File: config.mk
export PLATFORM = sky130hd
export DESIGN_NAME = ps2_player_input_ctrl_flat
export DESIGN_NICKNAME = d
export VERILOG_FILES = /design/src/rtl/ps2_player_input_ctrl_pkg.sv /design/src/rtl/ps2_player_input_ctrl_if.sv /design/src/rtl/ps2_player_input_ctrl_rx_frame.sv /design/src/rtl/ps2_player_input_ctrl.sv /design/src/flat_wrapper.sv
export SDC_FILE = /design/constraint.sdc
export NUM_CORES = 1
export LEC_CHECK = 0
export CAP_MARGIN = 20
export CORE_ASPECT_RATIO = 1.2
export CORE_UTILIZATION = 30
export DETAILED_ROUTE_END_ITERATION = 10
export PLACE_DENSITY = 0.46
export RECOVER_POWER = 25
export SYNTH_ARGS = -nofsm -noshare
export SYNTH_HDL_FRONTEND = slang
export SYNTH_SLANG_ARGS = --single-unit
File: constraint.sdc
create_clock -name CLOCK_50 -period 3.2 [get_ports CLOCK_50]
set_clock_uncertainty 0.15 [all_clocks]
set_input_delay 0.48 -clock CLOCK_50 [delete_from_list [all_inputs] [get_ports CLOCK_50]]
set_output_delay 0.48 -clock CLOCK_50 [all_outputs]
set_load 0.05 [all_outputs]
File: src/rtl/ps2_player_input_ctrl_pkg.sv
// Shared scancode map, key indices and state encodings for the PS/2 player input path.
// Latency: n/a (declarations and pure functions only).
// Backpressure: n/a.
package ps2_input_pkg;

  // Prefix bytes of the set-2 protocol
  localparam logic [7:0] PFX_EXT = 8'hE0;
  localparam logic [7:0] PFX_BRK = 8'hF0;

  // Red player: plain (non-extended) codes
  localparam logic [7:0] RED_UP    = 8'h1D;  // W
  localparam logic [7:0] RED_DOWN  = 8'h1B;  // S
  localparam logic [7:0] RED_LEFT  = 8'h1C;  // A
  localparam logic [7:0] RED_RIGHT = 8'h23;  // D
  localparam logic [7:0] RED_BOMB  = 8'h29;  // Space

  // Blue player: arrows are E0-extended, bomb (Enter) is plain
  localparam logic [7:0] BLU_UP    = 8'h75;
  localparam logic [7:0] BLU_DOWN  = 8'h72;
  localparam logic [7:0] BLU_LEFT  = 8'h6B;
  localparam logic [7:0] BLU_RIGHT = 8'h74;
  localparam logic [7:0] BLU_BOMB  = 8'h5A;

  // Bit positions inside each player's held vector
  localparam int UP    = 0;
  localparam int DOWN  = 1;
  localparam int LEFT  = 2;
  localparam int RIGHT = 3;
  localparam int BOMB  = 4;
  localparam int NKEYS = 5;

  typedef enum logic [1:0] {RX_IDLE, RX_DATA, RX_PARITY, RX_STOP} rx_state_t;
  typedef enum logic [1:0] {DEC_BASE, DEC_EXT, DEC_BRK, DEC_EXT_BRK} dec_state_t;

  typedef struct packed {
    logic       hit;
    logic [2:0] idx;
  } key_hit_t;

  // Map (player, code, extended) to a key index; keypad codes without E0 miss.
  function automatic key_hit_t key_lookup(input logic blue, input logic [7:0] code,
                                          input logic ext);
    key_hit_t k;
    k.hit = 1'b1;
    k.idx = 3'd0;
    if (!blue) begin
      if (ext) begin
        k.hit = 1'b0;
      end else begin
        case (code)
          RED_UP:    k.idx = 3'(UP);
          RED_DOWN:  k.idx = 3'(DOWN);
          RED_LEFT:  k.idx = 3'(LEFT);
          RED_RIGHT: k.idx = 3'(RIGHT);
          RED_BOMB:  k.idx = 3'(BOMB);
          default:   k.hit = 1'b0;
        endcase
      end
    end else begin
      if (ext) begin
        case (code)
          BLU_UP:    k.idx = 3'(UP);
          BLU_DOWN:  k.idx = 3'(DOWN);
          BLU_LEFT:  k.idx = 3'(LEFT);
          BLU_RIGHT: k.idx = 3'(RIGHT);
          default:   k.hit = 1'b0;
        endcase
      end else if (code == BLU_BOMB) begin
        k.idx = 3'(BOMB);
      end else begin
        k.hit = 1'b0;
      end
    end
    return k;
  endfunction

  // One-hot of the highest-priority held direction (up > down > left > right).
  function automatic logic [3:0] first_held(input logic [3:0] held);
    logic [3:0] r;
    r = '0;
    for (int i = 3; i >= 0; i--) begin
      if (held[i]) r = 4'b0001 << i;
    end
    return r;
  endfunction

endpackage

File: src/rtl/ps2_player_input_ctrl_if.sv
// Bundle of keyboard pins and decoded player/receiver outputs.
// Latency: n/a (wiring only).
// Backpressure: none; every output is a level or a single-cycle strobe.
interface ps2_player_input_ctrl_if;
  logic       PS2_CLK;
  logic       PS2_DAT;
  logic [3:0] r_dir;
  logic       r_bomb;
  logic [3:0] b_dir;
  logic       b_bomb;
  logic       rx_valid;
  logic [7:0] rx_byte;
  logic       frame_err;

  // Keyboard / stimulus side
  modport master (
    output PS2_CLK, PS2_DAT,
    input  r_dir, r_bomb, b_dir, b_bomb, rx_valid, rx_byte, frame_err
  );

  // Controller side
  modport slave (
    input  PS2_CLK, PS2_DAT,
    output r_dir, r_bomb, b_dir, b_bomb, rx_valid, rx_byte, frame_err
  );
endinterface

File: src/rtl/ps2_player_input_ctrl_rx_frame.sv
// PS/2 frame receiver: synchronise pins, sample data on falling clock edges, check parity/stop.
// Latency: rx_valid/frame_err one cycle after the synced stop-bit falling edge is seen.
// Backpressure: none; bytes are strobed out and must be consumed the same cycle.
// Optional mid-frame watchdog built only when PS2_WATCHDOG_EN is defined.
module ps2_rx_frame
  import ps2_input_pkg::*;
#(
  parameter int SYNC_STAGES    = 2,
  parameter int TIMEOUT_CYCLES = 50000
) (
  input  logic       i_clk,
  input  logic       i_rst_n,
  input  logic       i_ps2_clk,
  input  logic       i_ps2_dat,
  output logic       o_rx_valid,
  output logic [7:0] o_rx_byte,
  output logic       o_frame_err
);

  logic [SYNC_STAGES-1:0] r_clk_sync;
  logic [SYNC_STAGES-1:0] r_dat_sync;
  logic                   r_clk_prev;
  rx_state_t              r_state;
  logic [2:0]             r_bit_cnt;
  logic [7:0]             r_shift;
  logic                   r_parity;

  logic w_clk_s;
  logic w_dat_s;
  logic w_fall;
  logic w_timeout;

  assign w_clk_s = r_clk_sync[SYNC_STAGES-1];
  assign w_dat_s = r_dat_sync[SYNC_STAGES-1];
  assign w_fall  = r_clk_prev & ~w_clk_s;

  // Synchronisers reset to the bus idle level so reset release never fakes an edge
  always_ff @(posedge i_clk or negedge i_rst_n) begin
    if (!i_rst_n) begin
      r_clk_sync <= '1;
      r_dat_sync <= '1;
      r_clk_prev <= 1'b1;
    end else begin
      r_clk_sync <= {r_clk_sync[SYNC_STAGES-2:0], i_ps2_clk};
      r_dat_sync <= {r_dat_sync[SYNC_STAGES-2:0], i_ps2_dat};
      r_clk_prev <= w_clk_s;
    end
  end

`ifdef PS2_WATCHDOG_EN
  localparam int WD_W = $clog2(TIMEOUT_CYCLES + 1);
  logic [WD_W-1:0] r_wd_cnt;

  assign w_timeout = (r_state != RX_IDLE) && !w_fall &&
                     (r_wd_cnt == WD_W'(TIMEOUT_CYCLES - 1));

  // Count idle cycles since the last falling edge while a frame is in flight
  always_ff @(posedge i_clk or negedge i_rst_n) begin
    if (!i_rst_n) begin
      r_wd_cnt <= '0;
    end else if (r_state == RX_IDLE || w_fall || w_timeout) begin
      r_wd_cnt <= '0;
    end else begin
      r_wd_cnt <= r_wd_cnt + 1'b1;
    end
  end
`else
  assign w_timeout = 1'b0;
`endif

  // Bit-level frame FSM; a start bit of 1 is treated as noise and ignored
  always_ff @(posedge i_clk or negedge i_rst_n) begin
    if (!i_rst_n) begin
      r_state     <= RX_IDLE;
      r_bit_cnt   <= '0;
      r_shift     <= '0;
      r_parity    <= 1'b0;
      o_rx_valid  <= 1'b0;
      o_rx_byte   <= '0;
      o_frame_err <= 1'b0;
    end else begin
      o_rx_valid  <= 1'b0;
      o_frame_err <= 1'b0;
      if (w_timeout) begin
        r_state     <= RX_IDLE;
        o_frame_err <= 1'b1;
      end else if (w_fall) begin
        case (r_state)
          RX_IDLE: begin
            if (!w_dat_s) begin
              r_state   <= RX_DATA;
              r_bit_cnt <= '0;
            end
          end
          RX_DATA: begin
            r_shift   <= {w_dat_s, r_shift[7:1]};
            r_bit_cnt <= r_bit_cnt + 3'd1;
            if (r_bit_cnt == 3'd7) r_state <= RX_PARITY;
          end
          RX_PARITY: begin
            r_parity <= w_dat_s;
            r_state  <= RX_STOP;
          end
          RX_STOP: begin
            r_state <= RX_IDLE;
            if (w_dat_s && (^{r_shift, r_parity})) begin
              o_rx_valid <= 1'b1;
              o_rx_byte  <= r_shift;
            end else begin
              o_frame_err <= 1'b1;
            end
          end
          default: r_state <= RX_IDLE;
        endcase
      end
    end
  end

endmodule

File: src/rtl/ps2_player_input_ctrl.sv
// PS/2 set-2 decoder driving per-player one-hot directions (last pressed wins) and bomb pulses.
// Latency: dir/bomb update the cycle after rx_valid.
// Backpressure: none; one key event per received byte, consumed immediately.
// PS2_WATCHDOG_EN enables the receiver's mid-frame timeout.
module ps2_player_input_ctrl
  import ps2_input_pkg::*;
#(
  parameter int SYNC_STAGES    = 2,
  parameter int TIMEOUT_CYCLES = 50000
) (
  input logic                     CLOCK_50,
  input logic                     resetn,
  ps2_player_input_ctrl_if.slave  bus
);

  logic       w_rx_valid;
  logic [7:0] w_rx_byte;
  logic       w_frame_err;

  ps2_rx_frame #(
    .SYNC_STAGES    (SYNC_STAGES),
    .TIMEOUT_CYCLES (TIMEOUT_CYCLES)
  ) u_rx (
    .i_clk       (CLOCK_50),
    .i_rst_n     (resetn),
    .i_ps2_clk   (bus.PS2_CLK),
    .i_ps2_dat   (bus.PS2_DAT),
    .o_rx_valid  (w_rx_valid),
    .o_rx_byte   (w_rx_byte),
    .o_frame_err (w_frame_err)
  );

  dec_state_t r_dec;
  logic       w_is_ext;
  logic       w_is_brk;
  logic       w_evt_vld;
  logic       w_evt_make;
  logic       w_evt_ext;

  assign w_is_ext = (w_rx_byte == PFX_EXT);
  assign w_is_brk = (w_rx_byte == PFX_BRK);

  // Turn the current byte plus prefix state into a make/break key event
  always_comb begin
    w_evt_vld  = 1'b0;
    w_evt_make = 1'b0;
    w_evt_ext  = 1'b0;
    if (w_rx_valid) begin
      case (r_dec)
        DEC_BASE: begin
          if (!w_is_ext && !w_is_brk) begin
            w_evt_vld  = 1'b1;
            w_evt_make = 1'b1;
          end
        end
        DEC_EXT: begin
          if (!w_is_brk) begin
            w_evt_vld  = 1'b1;
            w_evt_make = 1'b1;
            w_evt_ext  = 1'b1;
          end
        end
        DEC_BRK: w_evt_vld = 1'b1;
        DEC_EXT_BRK: begin
          w_evt_vld = 1'b1;
          w_evt_ext = 1'b1;
        end
        default: w_evt_vld = 1'b0;
      endcase
    end
  end

  // Prefix tracker; a rejected frame abandons any partial E0/F0 sequence
  always_ff @(posedge CLOCK_50 or negedge resetn) begin
    if (!resetn) begin
      r_dec <= DEC_BASE;
    end else if (w_frame_err) begin
      r_dec <= DEC_BASE;
    end else if (w_rx_valid) begin
      case (r_dec)
        DEC_BASE: begin
          if (w_is_ext)      r_dec <= DEC_EXT;
          else if (w_is_brk) r_dec <= DEC_BRK;
        end
        DEC_EXT: r_dec <= w_is_brk ? DEC_EXT_BRK : DEC_BASE;
        default: r_dec <= DEC_BASE;
      endcase
    end
  end

  logic [1:0][3:0] w_dir;
  logic [1:0]      w_bomb;

  for (genvar p = 0; p < 2; p++) begin : g_player
    key_hit_t         w_key;
    logic [3:0]       w_key_oh;
    logic [NKEYS-1:0] r_held;
    logic [3:0]       r_cur;
    logic             r_bomb_q;

    assign w_key    = key_lookup((p == 1), w_rx_byte, w_evt_ext);
    assign w_key_oh = 4'b0001 << w_key.idx[1:0];

    // Held-key tracking, last-pressed direction arbitration and bomb edge detect
    always_ff @(posedge CLOCK_50 or negedge resetn) begin
      if (!resetn) begin
        r_held   <= '0;
        r_cur    <= '0;
        r_bomb_q <= 1'b0;
      end else begin
        r_bomb_q <= 1'b0;
        if (w_evt_vld && w_key.hit) begin
          if (w_evt_make) begin
            r_held[w_key.idx] <= 1'b1;
            if (w_key.idx == 3'(BOMB)) r_bomb_q <= ~r_held[BOMB];
            else                        r_cur    <= w_key_oh;
          end else begin
            r_held[w_key.idx] <= 1'b0;
            if (w_key.idx != 3'(BOMB) && r_cur == w_key_oh)
              r_cur <= first_held(r_held[3:0] & ~w_key_oh);
          end
        end
      end
    end

    assign w_dir[p]  = r_cur;
    assign w_bomb[p] = r_bomb_q;
  end

  assign bus.r_dir     = w_dir[0];
  assign bus.r_bomb    = w_bomb[0];
  assign bus.b_dir     = w_dir[1];
  assign bus.b_bomb    = w_bomb[1];
  assign bus.rx_valid  = w_rx_valid;
  assign bus.rx_byte   = w_rx_byte;
  assign bus.frame_err = w_frame_err;

endmodule
File: src/flat_wrapper.sv
// flat-port wrapper written by rule: the top's interface ports become plain ports
module ps2_player_input_ctrl_flat import ps2_input_pkg::*;
#(
  parameter int SYNC_STAGES    = 2,
  parameter int TIMEOUT_CYCLES = 50000
)
  (CLOCK_50, resetn, bus_PS2_CLK, bus_PS2_DAT, bus_r_dir, bus_r_bomb, bus_b_dir, bus_b_bomb, bus_rx_valid, bus_rx_byte, bus_frame_err);
  ps2_player_input_ctrl_if bus_i ();
  input logic CLOCK_50;
  input logic resetn;
  input wire logic [$bits(bus_i.PS2_CLK)-1:0] bus_PS2_CLK;
  input wire logic [$bits(bus_i.PS2_DAT)-1:0] bus_PS2_DAT;
  output wire logic [$bits(bus_i.r_dir)-1:0] bus_r_dir;
  output wire logic [$bits(bus_i.r_bomb)-1:0] bus_r_bomb;
  output wire logic [$bits(bus_i.b_dir)-1:0] bus_b_dir;
  output wire logic [$bits(bus_i.b_bomb)-1:0] bus_b_bomb;
  output wire logic [$bits(bus_i.rx_valid)-1:0] bus_rx_valid;
  output wire logic [$bits(bus_i.rx_byte)-1:0] bus_rx_byte;
  output wire logic [$bits(bus_i.frame_err)-1:0] bus_frame_err;
  assign bus_i.PS2_CLK = bus_PS2_CLK;
  assign bus_i.PS2_DAT = bus_PS2_DAT;
  assign bus_r_dir = bus_i.r_dir;
  assign bus_r_bomb = bus_i.r_bomb;
  assign bus_b_dir = bus_i.b_dir;
  assign bus_b_bomb = bus_i.b_bomb;
  assign bus_rx_valid = bus_i.rx_valid;
  assign bus_rx_byte = bus_i.rx_byte;
  assign bus_frame_err = bus_i.frame_err;
  ps2_player_input_ctrl #(.SYNC_STAGES(SYNC_STAGES), .TIMEOUT_CYCLES(TIMEOUT_CYCLES)) u_core (.CLOCK_50(CLOCK_50), .resetn(resetn), .bus(bus_i));
endmodule
==> qor.txt <==
status - finished clean
maximum vdd drop - 0.328 mV
area delta synth->final - 14.0%
Hold Path Sink - u_core.u_rx.r_dat_sync[1]$_DFF_PN1_
WL final - 5790 um
Pleak - 1.36 nW
Die X - 91.2 um
Crit Path Class - register to register
worst path buffer plus inverter count - 0
Cells after Synth - 256
Area contributors post-synth - dfrtp_1, mux2_2, dfstp_2
Synth Flop Type - dfrtp_1
Post-synth EDFFs - 0
routability cong. - 0.791
Die H - 109 um
Critical Path Stages - 7
number of detailed-route iterations in the first pass - 5
clk root buf - clkbuf_8
Post-synth top cells - dfrtp_1, mux2_2, nand2_1
slowest library cell on the worst path - dfrtp_1
count leader, synth - dfrtp_1
Worst Path Required - 3.24 ns
vias in the first global route - 2025
Hold Worst Slack - 0.212 ns
top-area cell type share of the netlist area - 40.2%
crit path capture type - register
Sink Count - 51
via count - 1970
Fill cells - 944
post-route minimum period - 2.83 ns
TritonCTS Buffers - 5
Hold Path Depth - 0
# hold bufs at CTS - 0
ANT cells - 0
Post-Syn Nets - 266
drc violations - 0
post-synthesis sequential area ratio - 44.8%
post-CTS sizing - 0
R2R depth - 7
IO buf count - 23
Critical Path Fanout Max - 14
worst path cell trace - nor4b_4 > a31oi_4 > nor3_1 > mux2i_1 > o221ai_1 > and3_1 > mux2_4
area leader, netlist - dfrtp_1
WL/cell - 14.4 um
global-route wire length before repair - 10000 um
Total GRT Usage - 12.6%
relative slew slack - 9.45%
mapped cell area - 0.00286 sq mm
Initial Utilization - 31.3%
I/O pin total - 24
TNS Setup - 0 ns
share of cells above drive strength 1 - 21.3%
FMAX - 353 MHz
core area - 0.00913 sq mm
Worst-path clk slew - 0.09 ns
total grt overflow - 0
initial antenna violation count - 0
Setup-failing EPs final - 0
DRT iter0 DRCs - 51
Startpoint Class - register
crit-path leading delay family - simple AND/OR/NAND/NOR gates
Async SR Flop Fraction - 100%
DP Wirelength - 4400 um
Avg Inst Size Synth - 11.2 sq um
RSZ-0062 raised after global routing - false
Worst R2R Start - u_core.u_rx.o_rx_byte[2]$_DFFE_PN0P_
largest net degree at the start of global routing - 25
CTS H-tree depth - 2
CP max stage delay - 0.55 ns
max cap viols - 0
max-slew violations - 0
hold path start - u_core.u_rx.r_dat_sync[0]$_DFF_PN1_
clock tree buffer depth - 2
flip-flop and latch count after synthesis - 51
Slew @ Worst Pin - 1.36 ns
nets - 291
Hold Fails Final Rpt - 0
Cell Rows - 38
Skew-Pair Late Insertion Delay - 0.30 ns
full die area - 0.00993 sq mm
post-DR vias/cell - 4.90
Final Cycle Share - 88.6%
Worst R2R End - u_core.bus.r_dir[1]$_DFFE_PN0P_
post-synth cell types - 63
DRT antenna net count - 0
CTS tree - yes
WP data arrival - 2.88 ns
Post-CTS Setup Repair Bufs - 0
Ys Warns - 0
Pwr Density - 642 mW/mm^2
r2r setup slk - 0.37 ns
Worst Hold Class - register to register
-- final cells by class --
type                    instances  area [sq um]  area share (%)
well taps                     120           150            4.60
flip-flops and latches         51          1280            39.3
inverters                      10          37.5            1.15
repair buffers                 27           250            7.67
clock inverters                 2          12.5           0.384
multi-input cells             186          1460            44.6
clock buffers                   6          72.6            2.22
-- metal layers --
metal  GRT usage (%)  up-vias  routed length (um)
met5               0        -                   0
met4            3.40        0                  38
met3            2.23        6                 158
met2            23.1       21                2890
met1            15.3      967                2700
li1                -      976                   -
-- worst max-delay path by stage --
stage                                         start  slack (ns)                               to
2_1_floorplan  u_core.u_rx.o_rx_byte[4]$_DFFE_PN0P_        0.41  u_core.bus.r_dir[0]$_DFFE_PN0P_
3_3_place_gp   u_core.u_rx.o_rx_byte[2]$_DFFE_PN0P_        0.44  u_core.bus.b_dir[3]$_DFFE_PN0P_
3_5_place_dp   u_core.u_rx.o_rx_byte[2]$_DFFE_PN0P_        0.40  u_core.bus.r_dir[1]$_DFFE_PN0P_
4_1_cts        u_core.u_rx.o_rx_byte[2]$_DFFE_PN0P_        0.38  u_core.bus.r_dir[1]$_DFFE_PN0P_
5_1_grt        u_core.u_rx.o_rx_byte[2]$_DFFE_PN0P_        0.17  u_core.bus.r_dir[1]$_DFFE_PN0P_
6_report       u_core.u_rx.o_rx_byte[2]$_DFFE_PN0P_        0.37  u_core.bus.r_dir[1]$_DFFE_PN0P_
-- stage by stage --
| step | area (sq um) | utilization, % | setup slack [ns] | instances | power [mW] |
|---|---|---|---|---|---|
| global route | 3260 | 35.7 | 0.174 | 402 | 2.23 |
| CTS | 3280 | 35.9 | 0.384 | 402 | 2.14 |
| floorplan | 2860 | - | 0.408 | 256 | 1.54 |
| finish | 3260 | 35.7 | 0.366 | 402 | 2.09 |
| global placement | 3170 | 34.8 | 0.440 | 393 | 1.75 |
| detailed placement | 3190 | 35.0 | 0.405 | 394 | 1.76 |
-- worst reg2reg max path: cells and delay by family (launching register included) --
kind	cells	cell delay, ns
compound gates	2	0.40
mux	2	0.45
flops	1	0.55
simple gates	3	1.17
-- cells by family (layout without fill, tap and decap cells) --
group | Yosys count | after routing | share of synthesized area (%)
and+or+nand+nor | 88 | 88 | 18.8
AOI/OAI and AO/OA | 51 | 51 | 13.9
DFF | 51 | 51 | 44.8
muxes | 32 | 32 | 12.8
buffers and inverters | 19 | 45 | 4.28
xor gates and xnor gates | 9 | 9 | 2.75
adders and majority gates | 6 | 6 | 2.62
-- power by group --
group          total, mW  switching (mW)  internal [mW]
clock              0.370           0.217          0.153
combinational      0.783           0.421          0.362
sequential         0.941           0.177          0.764
total               2.09           0.816           1.28
-- cells in the final DEF, fill, tap and decap left out, types with 4 or more instances in the layout --
master / Yosys / routed
dfrtp_1: 46 / 46
nand2_1: 25 / 25
mux2_2: 25 / 25
clkdlybuf4s50_1: 0 / 20
o21ai_0: 12 / 12
inv_1: 10 / 10
nor2_1: 10 / 10
xnor2_1: 9 / 9
nor3_1: 7 / 7
nand2b_1: 7 / 7
a21oi_1: 6 / 6
ha_1: 6 / 6
clkbuf_8: 2 / 5
dfstp_2: 5 / 5
nand3_1: 4 / 4
o31ai_1: 4 / 4
nand3b_1: 4 / 4
nand4_1: 4 / 4
mux2i_1: 4 / 4
a32o_1: 4 / 4
Note: power is estimated with default switching activity, not from simulation.
